**src/rtl/bnn_pkg.sv**
```systemverilog
// Shared types and default sizes for the microgreen BNN layer sequencer.
package bnn_pkg;

  localparam int IN_BITS = 16;
  localparam int HID     = 8;
  localparam int CLASSES = 4;

  typedef enum logic [1:0] {
    ST_IDLE,
    ST_HID,
    ST_OUT,
    ST_DONE
  } state_t;

  // Ceiling log2, evaluated at elaboration time to size counters and indices.
  function automatic int clog2(input int value);
    int res;
    int v;
    res = 0;
    v   = value - 1;
    while (v > 0) begin
      res = res + 1;
      v   = v >> 1;
    end
    return res;
  endfunction

endpackage

```
**src/rtl/bnn_xnor_popcount.sv**
```systemverilog
// Combinational XNOR-popcount: number of bit positions where a and b agree.
module bnn_xnor_popcount
  import bnn_pkg::*;
#(
  parameter int W = 16
) (
  input  logic [W-1:0]            a,
  input  logic [W-1:0]            b,
  output logic [clog2(W+1)-1:0]   count
);

  localparam int CW = clog2(W + 1);

  always_comb begin
    // NOTE: defaulting every always_comb output first keeps synthesis from inferring a latch.
    count = '0;
    for (int i = 0; i < W; i++) begin
      count = count + CW'(~(a[i] ^ b[i]));
    end
  end

endmodule

```
**src/rtl/bnn_layer_sequencer.sv**
```systemverilog
// Sequences hidden then output XNOR-popcount layers against an external weight memory.
// Optional BNN_SCORE_OUT_EN exposes the winning popcount on score_out.
module bnn_layer_sequencer #(
  parameter int IN_BITS = bnn_pkg::IN_BITS,
  parameter int HID     = bnn_pkg::HID,
  parameter int CLASSES = bnn_pkg::CLASSES,
  parameter int HID_THR = 8,
  parameter int AW      = 4
) (
  input  logic                                clk,
  input  logic                                rst,
  input  logic                                ena,
  input  logic                                feat_valid,
  input  logic [IN_BITS-1:0]                  feat_in,
  output logic                                feat_ready,
  output logic                                w_req,
  output logic [AW-1:0]                       w_addr,
  input  logic [IN_BITS-1:0]                  w_data,
  input  logic                                w_ack,
  output logic                                busy,
  output logic [HID-1:0]                      hidden_out,
  output logic [bnn_pkg::clog2(CLASSES)-1:0]  class_out,
  output logic                                class_valid
`ifdef BNN_SCORE_OUT_EN
  ,
  output logic [bnn_pkg::clog2(HID+1)-1:0]    score_out
`endif
);

  import bnn_pkg::*;

  localparam int CW  = clog2(IN_BITS + 1);
  localparam int BW  = clog2(HID + 1);
  localparam int CLW = clog2(CLASSES);
  localparam int PAD = IN_BITS - HID;

  state_t              state, state_nxt;
  logic [IN_BITS-1:0]  feat;
  logic [BW-1:0]       best;
  logic [IN_BITS-1:0]  pc_a, pc_b;
  logic [CW-1:0]       pop;
  logic [BW-1:0]       pop_out;
  logic [AW-1:0]       k;
  logic                hid_last, out_last, take_out;

  // Output layer reuses the same popcounter; the zero padding always agrees, so remove it afterwards.
  always_comb begin
    pc_a = feat;
    pc_b = w_data;
    if (state == ST_OUT) begin
      pc_a = IN_BITS'(hidden_out);
      pc_b = IN_BITS'(w_data[HID-1:0]);
    end
  end

  bnn_xnor_popcount #(.W(IN_BITS)) u_popcount (
    .a     (pc_a),
    .b     (pc_b),
    .count (pop)
  );

  assign pop_out  = BW'(pop - CW'(PAD));
  assign k        = w_addr - AW'(HID);
  assign hid_last = (w_addr == AW'(HID - 1));
  assign out_last = (k == AW'(CLASSES - 1));
  assign take_out = (k == '0) || (pop_out > best);

  always_comb begin
    state_nxt   = state;
    w_req       = 1'b0;
    feat_ready  = 1'b0;
    class_valid = 1'b0;
    busy        = (state != ST_IDLE);
    case (state)
      ST_IDLE: begin
        feat_ready = ena;
        if (feat_valid) state_nxt = ST_HID;
      end
      ST_HID: begin
        w_req = 1'b1;
        if (w_ack && hid_last) state_nxt = ST_OUT;
      end
      ST_OUT: begin
        w_req = 1'b1;
        if (w_ack && out_last) state_nxt = ST_DONE;
      end
      ST_DONE: begin
        // Gated so a freeze while in DONE cannot stretch the pulse.
        class_valid = ena;
        state_nxt   = ST_IDLE;
      end
      default: state_nxt = ST_IDLE;
    endcase
  end

  always_ff @(posedge clk) begin
    // NOTE: sequential state uses non-blocking assignments so every register samples pre-edge values.
    if (rst) begin
      state <= ST_IDLE;
    end else if (ena) begin
      state <= state_nxt;
    end
  end

  always_ff @(posedge clk) begin
    if (rst) begin
      feat       <= '0;
      w_addr     <= '0;
      hidden_out <= '0;
      class_out  <= '0;
      best       <= '0;
    end else if (ena) begin
      case (state)
        ST_IDLE: begin
          if (feat_valid) begin
            feat   <= feat_in;
            w_addr <= '0;
          end
        end
        ST_HID: begin
          if (w_ack) begin
            for (int i = 0; i < HID; i++) begin
              if (w_addr == AW'(i)) hidden_out[i] <= (pop >= CW'(HID_THR));
            end
            w_addr <= w_addr + AW'(1);
          end
        end
        ST_OUT: begin
          if (w_ack) begin
            if (take_out) begin
              best      <= pop_out;
              class_out <= k[CLW-1:0];
            end
            if (!out_last) w_addr <= w_addr + AW'(1);
          end
        end
        default: ;
      endcase
    end
  end

`ifdef BNN_SCORE_OUT_EN
  assign score_out = best;
`endif

endmodule
```
**config.mk**
```make
export PLATFORM = sky130hd
export DESIGN_NAME = bnn_layer_sequencer
export DESIGN_NICKNAME = d
export VERILOG_FILES = /design/src/rtl/bnn_pkg.sv /design/src/rtl/bnn_xnor_popcount.sv /design/src/rtl/bnn_layer_sequencer.sv
export SDC_FILE = /design/constraint.sdc
export NUM_CORES = 1
export LEC_CHECK = 0
export CAP_MARGIN = 10
export CORE_UTILIZATION = 50
export CTS_BUF_LIST = sky130_fd_sc_hd__clkbuf_4 sky130_fd_sc_hd__clkbuf_8
export DETAILED_ROUTE_END_ITERATION = 6
export PLACE_DENSITY = 0.82
export SYNTH_ARGS = -nofsm -noshare
export SYNTH_HDL_FRONTEND = slang
export SYNTH_SLANG_ARGS = --single-unit
export TNS_END_PERCENT = 5
```
**constraint.sdc**
```tcl
create_clock -name clk -period 6 [get_ports clk]
set_input_delay 1.2 -clock clk [delete_from_list [all_inputs] [get_ports clk]]
set_output_delay 1.2 -clock clk [all_outputs]
set_load 0.005 [all_outputs]
```
# Word-level counts from Yosys, hierarchy flattened
# Index checks and enable logic that the tools add are counted.
[totals]
regBits = 36
in_bits = 37
output_inout_bits = 18
[op_classes]
addsub = 18
order_cmp = 2
eq_ne = 17
muxes = 14
bitwise = 32
n_reduce_logical = 21
[ops]
columns = ["cell", "n"]
rows = [
  ["$not A5 Y5", 16],
  ["$add A5 B5 Y5", 15],
  ["$reduce_and A4 Y1", 10],
  ["$mux W16", 2],
  ["$eq A4 B3 Y1 const B", 4],
  ["$mux W4", 4],
  ["$xor A1 B1 Y1", 16],
  ["$eq A4 B2 Y1 const B", 3],
  ["$pmux W4 S3", 1],
  ["$ne A2 B2 Y1 const B", 5],
  ["$logic_not A4 Y1", 2],
  ["$pmux W2 S4", 1],
  ["$sub A4 B4 Y4 const B", 2],
  ["$mux W2", 3],
  ["$reduce_and A6 Y1", 1],
  ["$ge A5 B4 Y1 const B", 1],
  ["$add A4 B1 Y4 const B", 1],
  ["$eq A2 B2 Y1 const B", 2],
  ["$eq A4 B1 Y1 const B", 1],
  ["$gt A4 B4 Y1", 1],
  ["$mux W1", 3],
  ["$reduce_and A3 Y1", 1],
  ["$reduce_bool A3 Y1", 1],
  ["$eq A2 B1 Y1 const B", 1],
  ["6 further kinds", 7],
]

# Longest topological paths before layout
# Gate-level depths: netlist of the first run.
[depth]
ltp_word = 23
mapped_depth = 25

# By module
# Synthesis of the first run repeated with hierarchy kept, for this count alone.
[hier_totals]
hier_cells = 284
area_unflattened_um2 = 2461.1
[modules_own_cells]
columns = ["module", "instances", "cells_per_inst", "area_each_um2"]
rows = [
  ["bnn_layer_sequencer", 1, 235, 1965.6],
  ["bnn_xnor_popcount", 1, 49, 495.5],
]

# Worst setup path before layout of the first run
# No wires, ideal clock.
[synth_path]
path_kind = "register to register"
from = "register state[0]"
to = "register class_out[0] in the netlist's numbering"
setup_ps = 128
arrival_ps = 5328
path_slack_ps = 544
path_stages_with_launch = 24
n_path_buf = 3
period_less_slack_ps = 5456
cell_sequence = "dfxtp_1 -> inv_1 -> ha_1 -> buf_2 -> clkbuf_1 -> mux2i_1 -> xor2_1 -> fa_1 -> inv_1 -> fa_1 -> fa_1 -> inv_1 -> fa_1 -> ha_1 -> a21o_1 -> a21oi_1 -> xor2_1 -> ha_1 -> nand4_1 -> nor2b_1 -> a311o_1 -> buf_6 -> mux2i_1 -> nor2_1"
[synth_via]
elab_chain_cells = 23
[synth_lines]
columns = ["element", "line", "source"]
rows = [
  ["start: declaration", "bnn_layer_sequencer.sv:37", "state_t state, state_nxt;"],
  ["start signal: assignment", "bnn_layer_sequencer.sv:101", "state <= state_nxt;"],
  ["$eq A2 B2 Y1 (*)", "bnn_layer_sequencer.sv:50", "if (state == ST_OUT) begin"],
  ["$mux W16", "bnn_layer_sequencer.sv:50", ""],
  ["$xor A1 B1 Y1", "bnn_xnor_popcount.sv:18", "count = count + CW'(~(a[i] ^ b[i]));"],
  ["$not A5 Y5", "bnn_xnor_popcount.sv:18", ""],
  ["$add A5 B5 Y5 (14 in series)", "bnn_xnor_popcount.sv:18", ""],
  ["$add A5 B5 Y5 (*)", "bnn_xnor_popcount.sv:18", ""],
  ["$sub A4 B4 Y4 (*)", "bnn_layer_sequencer.sv:62", "assign pop_out = BW'(pop - CW'(PAD));"],
  ["via pop_out[3]", "bnn_layer_sequencer.sv:42", "logic [BW-1:0] pop_out;"],
  ["$gt A4 B4 Y1 (*)", "bnn_layer_sequencer.sv:66", "assign take_out = (k == '0) || (pop_out > best);"],
  ["$logic_or A1 B1 Y1 (*)", "bnn_layer_sequencer.sv:66", ""],
  ["$reduce_and A4 Y1 (no line) (*)", "-", ""],
  ["end signal: assignment", "bnn_layer_sequencer.sv:132", "class_out <= k[CLW-1:0];"],
  ["end: declaration", "bnn_layer_sequencer.sv:22", "output logic [bnn_pkg::clog2(CLASSES)-1:0] class_out,"],
]
# The timed path passes the listed nets; every way through them passes the cells marked *.
# A chain may end at the register's enable or synchronous reset.

# Worst setup path after layout of the first run
[layout_path]
from = "input port w_data[0]"
to = "register class_out[0] in the netlist's numbering"
[layout_via]
elab_chain_cells = 22
[layout_lines]
columns = ["element", "line", "source"]
rows = [
  ["start: declaration", "bnn_layer_sequencer.sv:18", "input logic [IN_BITS-1:0] w_data,"],
  ["$mux W16", "bnn_layer_sequencer.sv:50", ""],
  ["$xor A1 B1 Y1", "bnn_xnor_popcount.sv:18", ""],
  ["$not A5 Y5", "bnn_xnor_popcount.sv:18", ""],
  ["$add A5 B5 Y5 (15 in series)", "bnn_xnor_popcount.sv:18", ""],
  ["via pop[1]", "bnn_layer_sequencer.sv:41", "logic [CW-1:0] pop;"],
  ["$sub A4 B4 Y4", "bnn_layer_sequencer.sv:62", ""],
  ["$gt A4 B4 Y1", "bnn_layer_sequencer.sv:66", ""],
  ["$logic_or A1 B1 Y1", "bnn_layer_sequencer.sv:66", ""],
  ["$reduce_and A4 Y1 (no line)", "-", ""],
]
# The timed path passes the listed nets, and every way through them passes these cells.

==> metrics.md, run 1 <==
| Metric | Value |
|---|---|
| GRT Util Overall | `0.2299` |
| Synth warn | `0` |
| First-pass GRT wire length | `8866 um` |
| Non-Filler Instances | `371` |
| Layout fillers | `334` |
| Switch share | `0.3818` |
| Clock Skew | `0.004775 ns` |
| Peak supply drop | `204.3 uV` |
| Core area | `4354 sq um` |
| I/O pins | `55` |
| Die Y | `69.40 um` |
| GPL Wtd Cong | `0.7968` |
| DP HPWL | `3856 um` |
| Achievable frequency | `172.8 MHz` |
| Hold_buf cts | `0` |
| Placed cells | `363` |
| Design area | `3017 sq um` |
| Syn nets | `325` |
| CTS tree | `done` |
| Skew-Pair Late Insertion Delay | `0.30 ns` |
| Period utilization | `0.9644` |
| Synth area leaders | `dfxtp_1, ha_1, fa_1` |
| Row count | `24` |
| Clk pwr share | `0.179` |
| Ant diodes | `0` |
| H-tree Lvls | `2` |
| Layout cells sized above 1 | `0.08777` |
| Most used flip-flop cell after synthesis | `dfxtp_1` |
| Worst Path Required | `6.17 ns` |
| Worst-Margin Slew | `0.5637 ns` |
| Drt first pass iters | `4` |
| Comb power frac | `0.611` |
| Syn Inst Count | `260` |
| Post-Syn Area | `2271 sq um` |
| Setup slack at placement | `-0.1957 ns` |
| Asr flop ratio synth | `0` |
| Initial antenna violation count | `0` |
| RSZ-0062 raised after global routing | `false` |
| Final number of setup-violating endpoints | `0` |
| Hold Slack | `0.4634 ns` |
| Worst Setup Start Kind | `input port` |
| Minimum clock period | `5.786 ns` |
| Synth-to-layout area growth | `32.84%` |
| Mux cell area share after synthesis | `0.05730` |
| Main combinational cell family by area after synthesis | `adder cells` |
| Pin count of the biggest net entering global routing | `37` |
| CP Data Arrival Time | `5.96 ns` |
| Nets | `383` |
| DRC Markers | `0` |
| IO Port Bufs | `54` |
| Synth cell types | `37` |
| Final worst slack | `0.2137 ns` |
| Final core utilization | `0.6928` |
| Die ar. | `4816 sq um` |
| Internal power component | `751.2 uW` |
| Leakage power | `0.001186 uW` |
| CTS max path bufs | `2` |
| Vias in the first global route | `1974` |
| Area post-placement | `2889 sq um` |
| Seq/Total Area, Yosys | `0.3174` |
| Cts bufs inserted | `5` |
| Starting Density | `0.5216` |
| Outcome | `finished, final reports clean` |
| Clock-pin slew on the worst setup and hold paths | `0.08 ns` |
| Sink Count | `36` |
| Mean Syn Cell Area | `8.734 sq um` |
| Worst hold path class | `reg2reg` |
| DIE WIDTH | `69.40 um` |
| Synthesized-area fraction occupied by adder cells | `0.1873` |
| Yosys top cell area share | `0.3174` |
| Grt ovf | `0` |
| Max cap viols | `0` |
| Fin. Hold Viols | `0` |
| Critical Path End Type | `flip-flop` |
| Slew margin rel. | `0.6233` |
| Reg power frac | `0.211` |
| PwrDens | `402.8 nW/um^2` |
| Simple-gate share of the synthesized area | `0.1758` |
| CP max FO | `8` |
| WL/cell | `14.04 um` |
| Clock root cell | `clkbuf_8` |
| EDFF count, synth | `0` |
| Cell taking the most area after synthesis | `dfxtp_1` |
| Initial DRC count | `74` |
| Final ANT Viol Nets | `0` |
| Detailed Route WL | `5207 um` |
| Total number of vias | `2007` |
| Vias per std cell | `5.410` |
| P_sw | `464.0 uW` |
| FF+latch count, synth | `36` |
| Critical path class | `in2reg` |
| Post-synthesis xor/xnor area fraction | `0.06942` |
| Max-slew violation count | `0` |
| Post-synthesis compound-gate area fraction | `0.1339` |
per-stage QoR:
step / total power (uW) / setup TNS (ns)
2_1_floorplan: 704.5 / 0
3_3_place_gp: 927.2 / -0.6899
3_5_place_dp: 973.6 / -1.095
4_1_cts: 1194 / 0
5_1_grt: 1330 / 0
6_report: 1215 / 0
cells in the mapped netlist (all sizes together) (2+ instances only):
cell	n
fa	10
nand2	36
nand3	6
a21oi	31
clkbuf	8
nand2b	3
ha	18
nand4	2
nor4	2
nand3b	2
xnor2	5
buf	4
inv	21
nor2	16
nand4b	2
mux2i	13
xor2	13
nor3	3
o21ai	2
dfxtp	36
a211oi	11
and2	3
nor2b	3
o21bai	2
worst paths after layout:
check | start | end | slack (ns) | cells after the start
max | w_data[0] | class_out[0]$_SDFFE_PP0P_ | 0.21 | 16
min reg2reg | feat[6]$_SDFFE_PP0P_ | feat[6]$_SDFFE_PP0P_ | 0.46 | 2
min | feat[6]$_SDFFE_PP0P_ | feat[6]$_SDFFE_PP0P_ | 0.46 | 2
max reg2reg | state[0]$_SDFFE_PP0P_ | class_out[0]$_SDFFE_PP0P_ | 0.49 | 18
flip-flops by register name (all words and copies together), names as in the netlist:
register	count
feat	16
hidden_out	8
best	4
w_addr	4
class_out	2
state	2
cell families (layout without fill, tap and decap cells):
group / count (synthesis) / after routing
AOI/OAI and AO/OA: 50 / 50
DFF: 36 / 36
adders and majority gates: 28 / 28
buffers and inverters: 33 / 92
muxes: 13 / 13
xor gates and xnor gates: 18 / 18
and+or+nand+nor: 82 / 82
final cells by class:
| class | count | area, sq um | share of cell area |
|---|---|---|---|
| repair buffers | 63 | 608.1 | 0.2016 |
| clock buffers | 5 | 68.82 | 0.02281 |
| well taps | 52 | 65.06 | 0.02157 |
| clock inverters | 3 | 42.54 | 0.01410 |
| flip-flops and latches | 36 | 720.7 | 0.2389 |
| multi-input cells | 191 | 1433 | 0.4749 |
| inverters | 21 | 78.83 | 0.02613 |
placed cells by master (no fill, tap or decap), types with 5 or more instances in the layout:
master           count
clkdlybuf4s50_1     54
nand2_1             36
dfxtp_1             36
a21oi_1             31
inv_1               20
nor2_1              16
ha_1                16
mux2i_1             13
xor2_1              12
fa_1                10
a211oi_1             9
buf_4                9
nand3_1              6
xnor2_1              5
clkbuf_8             5
metal layers:
layer | GRT usage | wire (um)
met1 | 0.2856 | 2406
met2 | 0.3937 | 2532
met3 | 0.05233 | 194
met4 | 0.07256 | 74
met5 | 0 | 0
power groups by stage:
stage	Sequential (uW)	Combinational, uW	Clock, uW
final	256	742	217
after global routing	257	844	228
after CTS	256	717	221
after detailed placement	262	712	0
after global placement	261	666	0
after floorplan	259	445	0
worst max-delay path, cell delays in order:
cell and delay (ns):
clkdlybuf4s50_1 0.43, xor2_1 0.19, fa_1 0.55, inv_1 0.05, fa_1 0.50, fa_1 0.54, inv_1 0.05, fa_1 0.54
ha_2 0.19, fa_1 0.46, ha_1 0.31, nor2b_2 0.14, o211ai_1 0.08, a311o_2 0.47, mux2i_1 0.18, nor2_1 0.06
what timing repair did:
action / CTS / global route
hold endpoints to repair: 0 / 0
setup buffers: 0 / 0
gates resized for setup: 0 / 5
setup endpoints to repair: 0 / 6
Power figures use the tool's default switching activity.
==> run 2, diff against run 1 <==
- PLACE_DENSITY: 0.82 -> 0.8
- SKIP_CTS_REPAIR_TIMING: unset -> 1
- SYNTH_HIERARCHICAL: unset -> 1
==> run 2 against run 1 <==
  * Die area is 8.1% higher
  * Synthesized cell count increased by 9.2%
  * Power increased by 8.2%
  * Routed wire length increased by 11%
  * First-iteration DRC count is 1.4% lower
  * Largest power group unchanged
  * Critical endpoint is now best[3]$_SDFFE_PP0P_
==> metrics.md, run 2 <==
| Metric | Value |
|---|---|
| Slew margin rel. | `0.5044` |
| Mean Syn Cell Area | `8.666 sq um` |
| Reg area | `720.7 sq um` |
| Setup slack at placement | `-0.1395 ns` |
| Initial DRC count | `73` |
| Clock-pin slew on the worst setup and hold paths | `0.08 ns` |
| Die Y | `72.16 um` |
| Asr flop ratio synth | `0` |
| Minimum clock period | `5.842 ns` |
| GPL Wtd Cong | `0.8536` |
| Die ar. | `5207 sq um` |
| Biggest regs | `feat (16), hidden_out (8)` |
| Worst hold path class | `reg2reg` |
| H-tree Lvls | `2` |
| Starting Density | `0.5211` |
| Leakage power | `0.001278 uW` |
| Final number of setup-violating endpoints | `0` |
| Detailed Route WL | `5784 um` |
| Outcome | `finished, final reports clean` |
| Multi-input combinational cell area | `1627 sq um` |
| Clock Skew | `0.004523 ns` |
| Period utilization | `0.9737` |
| Synth-to-layout area growth | `31.06%` |
| Largest Register | `feat` |
| Fin. Hold Viols | `0` |
| FF+latch count, synth | `36` |
| CTS max path bufs | `2` |
| Vias in the first global route | `1959` |
| Max-slew violation count | `0` |
| Layout cells sized above 1 | `0.1029` |
| Syn nets | `349` |
| Synth cell types | `44` |
| Max cap viols | `0` |
| Most common cell after layout, fill and taps aside | `clkdlybuf4s50_1` |
| Skew-Pair Late Insertion Delay | `0.29 ns` |
| Worst Setup Start Kind | `input port` |
| Critical path class | `in2reg` |
| Sink Count | `36` |
| Seq/Total Area, Yosys | `0.2928` |
| Cts bufs inserted | `5` |
| Setup TNS | `0 ns` |
| GRT Util Overall | `0.2263` |
| IO Port Bufs | `54` |
| Drt first pass iters | `4` |
| DIE WIDTH | `72.16 um` |
| Clock root cell | `clkbuf_8` |
| CTS tree | `done` |
| Peak supply drop | `282.6 uV` |
| Vias per std cell | `5.204` |
| Worst Path Required | `6.18 ns` |
| CP max FO | `2` |
| Core area | `4723 sq um` |
| Syn Inst Count | `284` |
| I/O pins | `55` |
| Overall power | `1315 uW` |
| Initial antenna violation count | `0` |
| EDFF count, synth | `0` |
| Total number of vias | `2118` |
| Grt ovf | `0` |
| Layout fillers | `383` |
| Count leader, synth | `nand2_1` |
| Post-Syn Area | `2461 sq um` |
| First-pass GRT wire length | `9066 um` |
| Cell taking the most area after synthesis | `dfxtp_1` |
| Final worst slack | `0.1578 ns` |
| Nets | `404` |
| CP Data Arrival Time | `6.02 ns` |
| Commonest cells in the netlist | `nand2_1, dfxtp_1, a21oi_1, inv_1, nor2b_1` |
| Ant diodes | `0` |
| Yosys top cell area share | `0.2928` |
| Row count | `25` |
| PwrDens | `407.8 nW/um^2` |
| Final ANT Viol Nets | `0` |
| Max FFs per register | `16` |
| WL/cell | `14.21 um` |
| DP HPWL | `4044 um` |
| DRC Markers | `0` |
| Pin count of the biggest net entering global routing | `34` |
| Worst-Margin Slew | `0.7435 ns` |
| Most used flip-flop cell after synthesis | `dfxtp_1` |
| Final core utilization | `0.6829` |
| Critical Path End Type | `flip-flop` |
| Achievable frequency | `171.2 MHz` |
| Commonest non-fill, non-tap cells in the layout | `clkdlybuf4s50_1, nand2_1, dfxtp_1` |
| Synth warn | `6` |
| Synth area leaders | `dfxtp_1, ha_1, fa_1` |
## run 2: cell type report
| class | count | area share |
|---|---|---|
| Tap cell | 67 | 0.02599 |
| Clock inverter | 3 | 0.01319 |
| Clock buffer | 5 | 0.02133 |
| Timing Repair Buffer | 60 | 0.1827 |
| Inverter | 25 | 0.02909 |
| Multi-Input combinational cell | 211 | 0.5043 |
| Sequential cell | 36 | 0.2234 |
## run 2: cell families after synthesis
logic type / after synthesis / share of synthesized area
XOR/XNOR: 18 / 0.06406
buffers and inverters: 37 / 0.05745
AND/OR/NAND/NOR: 101 / 0.2049
multiplexers: 18 / 0.07779
adder cells (fa/ha/maj): 28 / 0.1729
flip-flops: 36 / 0.2928
AO/OA/AOI/OAI: 46 / 0.1301
## run 2: routing by layer
layer,GRT usage,part of all wire
met3,0.03750,0.029
met4,0.06972,0.014
met1,0.3011,0.46
met5,0,0
met2,0.3759,0.49
## run 2: critical path, cell delays in order
cell	delay, ns
clkdlybuf4s50_1	0.39
nor2b_2	0.15
xnor2_1	0.15
fa_1	0.48
inv_1	0.05
fa_1	0.54
inv_1	0.06
fa_1	0.50
fa_1	0.55
ha_1	0.17
inv_1	0.06
fa_2	0.51
inv_1	0.06
ha_1	0.27
nor2b_1	0.14
o211ai_1	0.29
a31oi_4	0.14
mux2_1	0.31
## run 2: per-stage QoR
stage	cell area (sq um)	instances	hold slack, ns
finish	3226	407	0.4507
global route	3226	407	0.4723
CTS	3194	407	0.4530
detailed placement	3083	399	0.4420
global placement	3083	399	0.4390
floorplan	2461	284	0.4318
## run 2: power breakdown
part	internal, uW	leakage [uW]	switching (uW)
Combinational	389	0.000932	456
Sequential	248	0.000292	6.45
Clock	123	0.0000541	93.4
Total	760	0.00128	556
## run 2: path summary, 6_finish.rpt
kind	from	end	slack, ns	cells after the start
setup reg to reg	state[0]$_SDFFE_PP0P_	best[3]$_SDFFE_PP0P_	0.28	19
hold reg to reg	feat[13]$_SDFFE_PP0P_	feat[13]$_SDFFE_PP0P_	0.45	2
setup / recovery	w_data[10]	best[3]$_SDFFE_PP0P_	0.16	18
hold / removal	feat[13]$_SDFFE_PP0P_	feat[13]$_SDFFE_PP0P_	0.45	2
